[src/rtl/lpddr2_bridge_pkg.sv]
// Shared types and defaults for the CPU-to-LPDDR2 Avalon bridge.
package lpddr2_bridge_pkg;

    localparam int unsigned DEF_ADDR_W  = 27;
    localparam int unsigned DEF_DATA_W  = 32;
    localparam int unsigned DEF_BE_W    = DEF_DATA_W / 8;
    localparam int unsigned DEF_TIMEOUT = 1024;

    localparam logic [DEF_BE_W-1:0] BE_ALL = '1;

    typedef enum logic [2:0] {
        ST_IDLE,
        ST_WR_CMD,
        ST_RD_CMD,
        ST_RD_WAIT,
        ST_DONE
    } state_t;

endpackage

[src/rtl/lpddr2_rd_buffer.sv]
// One-entry read buffer: holds the last fetched word so a stalled CPU that keeps
// read_req high is answered without another controller access.
module lpddr2_rd_buffer
    import lpddr2_bridge_pkg::*;
#(
    parameter int unsigned ADDR_W = DEF_ADDR_W,
    parameter int unsigned DATA_W = DEF_DATA_W
) (
    input  logic              clk,
    input  logic              rst,
    input  logic [ADDR_W-1:0] lookup_addr,
    output logic              hit_c,
    input  logic              fill_en,
    input  logic [ADDR_W-1:0] fill_addr,
    input  logic [DATA_W-1:0] fill_data,
    input  logic              upd_en,
    input  logic [ADDR_W-1:0] upd_addr,
    input  logic [DATA_W-1:0] upd_data,
    input  logic              inv_en,
    output logic              buf_valid,
    output logic [DATA_W-1:0] buf_data
);

    logic              valid_q, valid_d;
    logic [ADDR_W-1:0] tag_q, tag_d;
    logic [DATA_W-1:0] data_q, data_d;

    // Fill and invalidate win over a write-through update of the same entry
    always_comb begin
        valid_d = valid_q;
        tag_d   = tag_q;
        data_d  = data_q;
        if (upd_en && valid_q && (tag_q == upd_addr)) begin
            data_d = upd_data;
        end
        if (fill_en) begin
            valid_d = 1'b1;
            tag_d   = fill_addr;
            data_d  = fill_data;
        end
        if (inv_en) begin
            valid_d = 1'b0;
        end
    end

    always_ff @(posedge clk or posedge rst) begin
        if (rst) begin
            valid_q <= 1'b0;
            tag_q   <= '0;
            data_q  <= '0;
        end else begin
            valid_q <= valid_d;
            tag_q   <= tag_d;
            data_q  <= data_d;
        end
    end

    assign hit_c     = valid_q && (tag_q == lookup_addr);
    assign buf_valid = valid_q;
    assign buf_data  = data_q;

endmodule

[src/rtl/lpddr2_bridge.sv]
// Turns level-style CPU read/write requests into single Avalon-MM transactions on
// the LPDDR2 controller local port, with a one-entry read buffer and read watchdog.
module lpddr2_bridge
    import lpddr2_bridge_pkg::*;
#(
    parameter int unsigned ADDR_W  = DEF_ADDR_W,
    parameter int unsigned DATA_W  = DEF_DATA_W,
    parameter int unsigned TIMEOUT = DEF_TIMEOUT
) (
    input  logic                clk,
    input  logic                rst,
    input  logic [ADDR_W-1:0]   address,
    input  logic [DATA_W-1:0]   write_data,
    input  logic                read_req,
    input  logic                write_req,
    output logic [DATA_W-1:0]   read_data,
    output logic                busy,
    output logic                err,
    output logic [ADDR_W-1:0]   avl_addr,
    output logic [DATA_W-1:0]   avl_wdata,
    output logic [DATA_W/8-1:0] avl_be,
    output logic                avl_read,
    output logic                avl_write,
    output logic                avl_burstcount,
    input  logic [DATA_W-1:0]   avl_rdata,
    input  logic                avl_rdata_valid,
    input  logic                avl_ready,
    input  logic                local_init_done
);

    localparam int unsigned CNT_W = (TIMEOUT > 1) ? $clog2(TIMEOUT) : 1;

    state_t            state_q, state_d;
    logic [ADDR_W-1:0] addr_q, addr_d;
    logic [DATA_W-1:0] wdata_q, wdata_d;
    logic [CNT_W-1:0]  cnt_q, cnt_d;
    logic              err_q, err_d;
    logic              avl_read_q, avl_read_d;
    logic              avl_write_q, avl_write_d;

    logic              hit_c;
    logic              fill_en, upd_en, inv_en;
    logic              buf_valid;
    logic [DATA_W-1:0] buf_data;

    lpddr2_rd_buffer #(
        .ADDR_W (ADDR_W),
        .DATA_W (DATA_W)
    ) u_rd_buffer (
        .clk         (clk),
        .rst         (rst),
        .lookup_addr (address),
        .hit_c       (hit_c),
        .fill_en     (fill_en),
        .fill_addr   (addr_q),
        .fill_data   (avl_rdata),
        .upd_en      (upd_en),
        .upd_addr    (addr_q),
        .upd_data    (wdata_q),
        .inv_en      (inv_en),
        .buf_valid   (buf_valid),
        .buf_data    (buf_data)
    );

    // Next-state, command latch, watchdog and buffer control
    always_comb begin
        state_d = state_q;
        addr_d  = addr_q;
        wdata_d = wdata_q;
        cnt_d   = cnt_q;
        err_d   = err_q;
        fill_en = 1'b0;
        upd_en  = 1'b0;
        inv_en  = 1'b0;
        unique case (state_q)
            ST_IDLE: begin
                if (local_init_done) begin
                    if (write_req) begin
                        state_d = ST_WR_CMD;
                        addr_d  = address;
                        wdata_d = write_data;
                    end else if (read_req && !hit_c) begin
                        state_d = ST_RD_CMD;
                        addr_d  = address;
                    end
                end
            end
            ST_WR_CMD: begin
                if (avl_ready) begin
                    upd_en  = 1'b1;
                    state_d = ST_DONE;
                end
            end
            ST_RD_CMD: begin
                if (avl_ready) begin
                    cnt_d   = '0;
                    state_d = ST_RD_WAIT;
                end
            end
            ST_RD_WAIT: begin
                cnt_d = cnt_q + CNT_W'(1);
                if (avl_rdata_valid) begin
                    fill_en = 1'b1;
                    state_d = ST_DONE;
                end else if (cnt_q == CNT_W'(TIMEOUT - 1)) begin
                    err_d   = 1'b1;
                    inv_en  = 1'b1;
                    state_d = ST_DONE;
                end
            end
            ST_DONE: state_d = ST_IDLE;
            default: state_d = ST_IDLE;
        endcase
        avl_read_d  = (state_d == ST_RD_CMD);
        avl_write_d = (state_d == ST_WR_CMD);
    end

    always_ff @(posedge clk or posedge rst) begin
        if (rst) begin
            state_q     <= ST_IDLE;
            addr_q      <= '0;
            wdata_q     <= '0;
            cnt_q       <= '0;
            err_q       <= 1'b0;
            avl_read_q  <= 1'b0;
            avl_write_q <= 1'b0;
        end else begin
            state_q     <= state_d;
            addr_q      <= addr_d;
            wdata_q     <= wdata_d;
            cnt_q       <= cnt_d;
            err_q       <= err_d;
            avl_read_q  <= avl_read_d;
            avl_write_q <= avl_write_d;
        end
    end

    // Stall unless idle with nothing to fetch, or in the single DONE hand-off cycle
    assign busy = ((state_q != ST_IDLE) && (state_q != ST_DONE)) ||
                  ((state_q == ST_IDLE) && (write_req || (read_req && !hit_c)));

    assign read_data      = buf_valid ? buf_data : '0;
    assign err            = err_q;
    assign avl_addr       = addr_q;
    assign avl_wdata      = wdata_q;
    assign avl_read       = avl_read_q;
    assign avl_write      = avl_write_q;
    assign avl_be         = '1;
    assign avl_burstcount = 1'b1;

endmodule

[config.mk]
export PLATFORM = sky130hd
export DESIGN_NAME = lpddr2_bridge
export DESIGN_NICKNAME = d
export VERILOG_FILES = /design/src/rtl/lpddr2_bridge_pkg.sv /design/src/rtl/lpddr2_rd_buffer.sv /design/src/rtl/lpddr2_bridge.sv
export SDC_FILE = /design/constraint.sdc
export NUM_CORES = 1
export LEC_CHECK = 0
export ABC_AREA = 0
export CAP_MARGIN = 20
export CORE_UTILIZATION = 40
export CTS_CLUSTER_SIZE = 28
export DETAILED_ROUTE_END_ITERATION = 12
export PLACE_DENSITY = 0.79
export SETUP_SLACK_MARGIN = 0.4
export SYNTH_ARGS = -nofsm -noshare
export SYNTH_HDL_FRONTEND = slang
export SYNTH_SLANG_ARGS = --single-unit
[constraint.sdc]
create_clock -name clk -period 4.2 [get_ports clk]
set_input_delay 0.63 -clock clk [delete_from_list [all_inputs] [get_ports clk]]
set_output_delay 0.63 -clock clk [all_outputs]
set_load 0.01 [all_outputs]
==> impl_metrics.tcl, run 1 <==
set metrics [dict create \
    r2r_end "u_rd_buffer.buf_data[30]" \
    ys_ff_latch 135 \
    setup_viol 0 \
    clk_latency_ns 0.42 \
    drv_slew 0 \
    path_class "in2out" \
    synthArstFlopShare 1.00 \
    numCtsBuffers 17 \
    power_leakage_nw 3.96 \
    antenna_found_initial 0 \
    rsz0062_at_grt "no" \
    dp.cells 1010 \
    holdCritPathClass "reg2reg" \
    worstMarginPinSlew_ns 1.09 \
    period_needed_ns 3.57 \
    clk_pin_slew_ns 0.06 \
    synth_warnings 0 \
    post_cts_buffers 0 \
    syn_inst 634 \
    netlist_area_um2 6710 \
    chipWidth_um 132 \
    drt_iter0_markers 272 \
    core-area_um2 16100 \
    diodes 0 \
    mostFrequentLayoutCells "clkdlybuf4s50_1 (192), nand2_1 (161), dfrtp_1 (135)" \
    synth_edf_count 0 \
    port_buffers 192 \
    avgSynthCellArea_um2 10.6 \
    cts_hold_buffers 0 \
    holdCritStartpoint "err" \
    start_util 0.417 \
    finalCritPeriodShare 0.851 \
    clk_root_buffer_cell "clkbuf_16" \
    routabilityCongestion 0.796 \
    finalHoldViolations 0 \
    ctsResizeCount 0 \
    r2r_cells 6 \
    peakVddDrop_mv 0.402 \
    drt_pass1_iterations 6 \
    avgRoutedWirePerCell_um 16.9 \
    totalNegativeSetupSlack_ns 0 \
    status "finished clean" \
    area_growth_pct 39.5 \
    vias 5375 \
    via_per_inst 5.17 \
    num_rows 46 \
    layout.nets 912 \
    die_area_um2 17300 \
    start_kind "primary input" \
    overflow 0 \
    wl_mm 17.6 \
    io_pins 198 \
    hold_depth 1 \
    cts-root-to-sink-buffers 2 \
    tritoncts "built" \
    holdPathEnd "err" \
    hpwl_mm 11.7 \
    max_cap_viol_count 0 \
    required_ns 3.57 \
    maxSlewHeadroom 0.273 \
    drive_gt1_frac 0.164 \
    p_per_area_nw_per_um2 737 \
    critPathArrivalTime_ns 2.94 \
    drc 0 \
    grt_usage 0.213 \
    die_y_um 132 \
    yosysUniqueCellTypes 43 \
    ff2ff_setup_slack_ns 1.69 \
    end_kind "primary output" \
    grt_pass1_wl_mm 29.0 \
    cts_sinks 135 \
    synthFlopType "dfrtp_1" \
    grt_max_degree 93 \
    htreeDepth 4 \
    final_common_cell "clkdlybuf4s50_1" \
    timing.fmax_ghz 0.280 \
    ant_nets 0 \
    worstPathMaxFanout 2 \
    synth_seq_area_share 0.503 \
    finClkSkew_ns 0.00710 \
    fin_cells 1040 \
    hold-worst-slack_ns 0.485 \
    grt_pass1_vias 5423 \
    r2r-start "u_rd_buffer.tag_q[16]" \
]
where the power goes:
| part | internal [mW] | switching, mW |
|---|---|---|
| clock | 0.927 | 0.552 |
| sequential | 1.91 | 0.588 |
| combinational | 1.72 | 1.20 |
layout make-up:
type | instances | area, um^2
timing repair buffer | 200 | 1990
clock buffer | 22 | 484
multi-input combinational | 455 | 3120
tap | 216 | 270
fill | 1383 | 6750
sequential | 135 | 3380
inverter | 4 | 18.8
clock inverter | 8 | 97.6
logic make-up after synthesis:
| kind of cell | Yosys count | synth area share |
|---|---|---|
| AOI/OAI and AO/OA | 95 | 0.124 |
| xor gates and xnor gates | 55 | 0.0718 |
| adders and majority gates | 1 | 0.00186 |
| buffers and inverters | 48 | 0.0354 |
| DFF | 135 | 0.503 |
| muxes | 61 | 0.102 |
| other | 1 | 0.000559 |
| and+or+nand+nor | 238 | 0.161 |
state kept, by name, indices dropped and copies added, names as in the netlist:
signal / count
state_q: 3
avl_read: 1
err: 1
u_rd_buffer.buf_valid: 1
avl_addr: 27
u_rd_buffer.tag_q: 27
u_rd_buffer.buf_data: 32
cnt_q: 10
avl_wdata: 32
avl_write: 1
synthesized netlist by cell type (2+ instances only):
master,instances,area [um^2]
and3_1,2,12.5
o211ai_2,30,375
o21ai_0,12,60.1
a31oi_1,2,12.5
nor2_1,4,15.0
a21oi_1,2,10.0
buf_6,4,45.0
clkbuf_1,29,109
a22o_1,3,26.3
or4_1,2,15.0
dfrtp_1,135,3380
buf_4,6,45.0
mux2_2,60,676
inv_1,4,15.0
xnor2_1,39,342
and2_1,33,206
o211ai_1,34,255
xor2_1,16,140
nor2b_1,3,18.8
o31ai_1,3,22.5
nand2b_1,2,12.5
nand4_1,14,87.6
nand2_1,163,612
nor4_1,5,31.3
o21bai_1,2,15.0
buf_2,4,20.0
nand3_1,3,15.0
nor3_1,2,10.0
a221oi_1,2,17.5
stage by stage:
| step | instance area, um^2 | setup slack (ns) | power (mW) | util |
|---|---|---|---|---|
| 6_report | 9370 | 0.627 | 6.91 | 0.581 |
| 2_1_floorplan | 6730 | 1.71 | 4.07 | - |
| 3_3_place_gp | 8780 | 0.616 | 5.39 | 0.545 |
| 4_1_cts | 9370 | 0.626 | 6.97 | 0.581 |
| 3_5_place_dp | 8780 | 0.632 | 5.46 | 0.545 |
| 5_1_grt | 9370 | 0.482 | 7.35 | 0.581 |
worst max path at each step:
stage	depth (start not counted)	slack (ns)	to	from
4_1_cts	7	0.63	busy	address[18]
5_1_grt	7	0.48	busy	address[18]
2_1_floorplan	5	1.71	busy	address[5]
3_5_place_dp	7	0.63	busy	address[18]
3_3_place_gp	7	0.62	busy	address[18]
6_report	7	0.63	busy	address[7]
layer usage:
metal / vias to the layer above / global-route usage / share of wire
met5: - / 0 / 0
met4: 0 / 0.0756 / 0.015
met3: 18 / 0.0478 / 0.048
met2: 165 / 0.338 / 0.47
met1: 2647 / 0.286 / 0.47
li1: 2545 / - / -
critical path: stages:
cell,delay [ns]
clkdlybuf4s50_1,0.44
xnor2_1,0.22
nand4_1,0.13
or4_1,0.55
o311ai_0,0.35
nand2_1,0.13
clkdlybuf4s50_1,0.50
Note: power is estimated with default switching activity, not from simulation.
==> run 2, diff against run 1 <==
Settings changed: CORE_UTILIZATION 40 to 41, PLACE_DENSITY 0.79 to 0.81.
==> impl_metrics.tcl, run 2 (synthesis results as in run 1) <==
set metrics [dict create \
    required_ns 3.57 \
    cts-root-to-sink-buffers 2 \
    cts_hold_buffers 0 \
    totalNegativeSetupSlack_ns 0 \
    peakVddDrop_mv 0.367 \
    pre_cts_slack_ns 0.532 \
    max_cap_viol_count 0 \
    routabilityCongestion 0.783 \
    rsz0062_at_grt "no" \
    finalCritPeriodShare 0.879 \
    timing.fmax_ghz 0.271 \
    die_y_um 130 \
    grt_pass1_vias 5253 \
    multiInputGateArea_um2 3120 \
    io_pins 198 \
    clk_root_buffer_cell "clkbuf_16" \
    area_growth_pct 39.3 \
    maxSlewHeadroom 0.301 \
    fin_util 0.587 \
    finalHoldViolations 0 \
    htreeDepth 4 \
    grt_max_degree 136 \
    num_rows 46 \
    tritoncts "built" \
    end_kind "primary output" \
    layout.nets 912 \
    via_per_inst 5.12 \
    wl_mm 17.7 \
    drt_pass1_iterations 5 \
    start_util 0.421 \
    nFillCells 1304 \
    path_class "in2out" \
    finClkSkew_ns 0.0122 \
    vias 5336 \
    avgRoutedWirePerCell_um 17.0 \
    core-area_um2 15900 \
    drt_iter0_markers 368 \
    ant_nets 0 \
    post_cts_buffers 0 \
    port_buffers 192 \
    setup_viol 0 \
    status "finished clean" \
    mostFrequentLayoutCells "clkdlybuf4s50_1 (192), nand2_1 (162), dfrtp_1 (135)" \
    final_common_cell "clkdlybuf4s50_1" \
    hpwl_mm 11.7 \
    overflow 0 \
    drv_slew 0 \
    period_needed_ns 3.69 \
    setup_slack_ns 0.510 \
    drive_gt1_frac 0.166 \
    cts_sinks 135 \
    worstMarginPinSlew_ns 1.05 \
    power_leakage_nw 3.96 \
    ctsResizeCount 0 \
    grt_usage 0.212 \
    start_kind "primary input" \
    die_area_um2 16900 \
    drc 0 \
    diodes 0 \
    holdCritPathClass "reg2reg" \
    antenna_found_initial 0 \
    p_per_area_nw_per_um2 735 \
    chipWidth_um 130 \
    grt_pass1_wl_mm 27.3 \
    clk_pin_slew_ns 0.05 \
    totalPowerFinal_mw 6.87 \
    worstPathMaxFanout 2 \
    numCtsBuffers 17 \
    seqCellArea_um2 3380 \
    critPathArrivalTime_ns 3.06 \
    clk_latency_ns 0.41 \
]
==> run 2: cell type report <==
class / count / share of cell area
tap: 216 / 0.0289
timing repair buffer: 200 / 0.213
multi-input combinational: 455 / 0.334
clock buffer: 17 / 0.0455
clock inverter: 15 / 0.0154
inverter: 4 / 0.00201
sequential: 135 / 0.361
==> run 2: per-stage QoR <==
stage / area, um^2 / hold slack, ns / cells
detailed placement: 8780 / 0.466 / 1010
finish: 9350 / 0.481 / 1042
floorplan: 6730 / 0.454 / 638
global placement: 8780 / 0.464 / 1010
CTS: 9350 / 0.482 / 1042
global route: 9350 / 0.497 / 1042
==> run 2: worst paths after layout <==
check | slack, ns | start | to | cells after the start
hold / removal | 0.48 | err | err | 1
setup reg to reg | 1.60 | state_q[1] | avl_addr[9] | 5
setup / recovery | 0.51 | address[5] | busy | 7
max in group asynchronous | 2.79 | rst | avl_addr[4] | 3
min in group asynchronous | 0.66 | rst | cnt_q[4] | 3
hold reg to reg | 0.48 | err | err | 1
==> run 2: per-layer routing <==
layer	routed length, um	GRT usage
met3	1080	0.0595
met4	235	0.0609
met5	0	0
met1	7740	0.273
met2	8650	0.349
==> run 2: power by group <==
part / total (mW) / internal [mW] / switching [mW]
sequential: 2.50 / 1.91 / 0.592
combinational: 2.94 / 1.72 / 1.22
clock: 1.43 / 0.825 / 0.603
==> run 2: worst max-delay path, cell delays in order <==
cell,delay [ns]
clkdlybuf4s50_1,0.44
xnor2_1,0.23
nand4_1,0.17
or4_1,0.60
o311ai_0,0.37
nand2_1,0.13
clkdlybuf4s50_1,0.50
==> run 3, diff against run 2 <==
Settings changed: CORE_MARGIN from default to 1, PLACE_DENSITY 0.81 to default, PLACE_DENSITY_LB_ADDON from default to 0.2, SYNTH_HIERARCHICAL from default to 1.
==> impl_metrics.tcl, run 3 <==
set metrics [dict create \
    r2r_cells 8 \
    worstMarginPinSlew_ns 0.858 \
    ys_ff_latch 135 \
    totalNegativeSetupSlack_ns 0 \
    start_util 0.426 \
    yosysUniqueCellTypes 45 \
    drc 0 \
    holdCritPathClass "reg2reg" \
    max_cap_viol_count 0 \
    htreeDepth 4 \
    rsz0062_at_grt "no" \
    drv_slew 0 \
    avgRoutedWirePerCell_um 17.8 \
    peakVddDrop_mv 0.381 \
    grt_usage 0.208 \
    synth_warnings 6 \
    syn_inst 493 \
    critPathArrivalTime_ns 3.04 \
    antenna_found_initial 0 \
    holdPathEnd "err" \
    routabilityCongestion 0.764 \
    period_needed_ns 3.67 \
    clk_latency_ns 0.42 \
    holdCritStartpoint "err" \
    cts_sinks 135 \
    start_kind "primary input" \
    final_area_um2 9210 \
    chipWidth_um 129 \
    tritoncts "built" \
    drt_iter0_markers 172 \
    drt_pass1_iterations 4 \
    port_buffers 192 \
    synth_top_area_frac 0.514 \
    worstPathMaxFanout 2 \
    synthFlopType "dfrtp_1" \
    io_pins 198 \
    synthTopCellsByCount "mux2_2 (149), dfrtp_1 (135), xnor2_1 (40)" \
    finClkSkew_ns 0.00632 \
    grt_max_degree 61 \
    yosysMostFrequentCell "mux2_2" \
    dpl_cell_area_um2 8680 \
    ff2ff_setup_slack_ns 1.45 \
    nFillCells 1291 \
    power_leakage_nw 3.80 \
    diodes 0 \
    required_ns 3.57 \
    final_common_cell "clkdlybuf4s50_1" \
    synth_area_leader_cell "dfrtp_1" \
    die_y_um 129 \
    area_growth_pct 40.3 \
    avgSynthCellArea_um2 13.3 \
    r2r_end "avl_addr[19]" \
    cts-root-to-sink-buffers 2 \
    r2r-start "u_rd_buffer/tag_q[3]" \
    grt_pass1_vias 4651 \
    overflow 0 \
    post_cts_buffers 0 \
    die_area_um2 16500 \
    finalCritPeriodShare 0.874 \
    finalHoldViolations 0 \
    status "finished clean" \
    grt_pass1_wl_mm 25.7 \
    setup_viol 0 \
    clk_root_buffer_cell "clkbuf_16" \
    maxSlewHeadroom 0.428 \
    hold_depth 1 \
    numCtsBuffers 17 \
    path_class "in2out" \
    num_rows 45 \
    wl_mm 16.2 \
    yosys-top-cells-area "dfrtp_1 (51%), mux2_2 (26%), xnor2_1 (5.3%)" \
    end_kind "primary output" \
    clk_pin_slew_ns 0.05 \
    via_per_inst 4.96 \
    timing.fmax_ghz 0.272 \
    p_per_area_nw_per_um2 743 \
    synth_edf_count 0 \
    netlist_area_um2 6570 \
    ant_nets 0 \
    mostFrequentLayoutCells "clkdlybuf4s50_1 (192), mux2_2 (149), dfrtp_1 (135)" \
    layout.nets 788 \
    core-area_um2 15400 \
    vias 4500 \
    drive_gt1_frac 0.277 \
    hpwl_mm 11.4 \
    synthArstFlopShare 1.00 \
    synth_seq_area_share 0.514 \
]
-- run 3: kinds of logic (layout without fill, tap and decap cells) --
family | Yosys count | in the layout | share of synthesized area
muxes | 155 | 155 | 0.265
AOI/OAI and AO/OA | 22 | 22 | 0.0252
and+or+nand+nor | 91 | 91 | 0.0896
DFF | 135 | 135 | 0.514
buffers and inverters | 33 | 233 | 0.0297
other | 1 | 5 | 0.000571
adders and majority gates | 1 | 1 | 0.00191
xor gates and xnor gates | 55 | 55 | 0.0734
-- run 3: layout make-up --
class / instances / area [um^2] / share of cell area
Sequential cell: 135 / 3380 / 0.367
Multi-Input combinational cell: 329 / 3030 / 0.329
Timing Repair Buffer: 201 / 2000 / 0.217
Clock buffer: 22 / 464 / 0.0504
Tap cell: 211 / 264 / 0.0287
Clock inverter: 5 / 52.6 / 0.00570
Inverter: 5 / 20.0 / 0.00217
-- run 3: worst max-delay path, cell delays in order --
cell	delay, ns
clkdlybuf4s50_1	0.49
xnor2_1	0.13
nand4_1	0.15
or4_1	0.62
nor4_4	0.22
nor2b_1	0.12
nor2_1	0.09
o21ai_0	0.08
clkdlybuf4s50_1	0.50
-- run 3: worst max-delay path by stage --
stage | from | to | slack [ns] | cells after the start
after floorplan | address[25] | avl_addr[0] | 1.53 | 8
after global placement | address[26] | busy | 0.31 | 9
after global routing | address[3] | busy | 0.42 | 9
after detailed placement | address[3] | busy | 0.28 | 9
after CTS | address[3] | busy | 0.45 | 9
final | address[3] | busy | 0.53 | 9
-- run 3: through the flow --
step | hold slack (ns) | setup slack (ns) | utilization | std cells | total power, mW
3_3_place_gp | 0.454 | 0.314 | 0.561 | 880 | 5.47
3_5_place_dp | 0.461 | 0.279 | 0.563 | 881 | 5.56
6_report | 0.467 | 0.530 | 0.597 | 908 | 6.84
4_1_cts | 0.472 | 0.454 | 0.597 | 908 | 6.92
5_1_grt | 0.484 | 0.416 | 0.597 | 908 | 7.29
2_1_floorplan | 0.449 | 1.53 | - | 497 | 4.12
-- run 3: repair_timing --
| item | 4_1_cts | 5_1_grt |
|---|---|---|
| hold buffers | 0 | 0 |
| resized for setup | 1 | 1 |
| endpoints found under the setup margin | 1 | 1 |
-- run 3: metal layers --
metal,up-vias,track usage,part of all wire
li1,2132,-,-
met1,2193,0.256,0.43
met2,157,0.341,0.48
met3,18,0.0661,0.077
met4,0,0.0754,0.015
met5,-,0,0
-- run 3: report_power, final --
group	total [mW]	internal, mW	switching (mW)
Sequential	2.51	1.94	0.576
Combinational	3.00	1.88	1.12
Clock	1.33	0.823	0.502
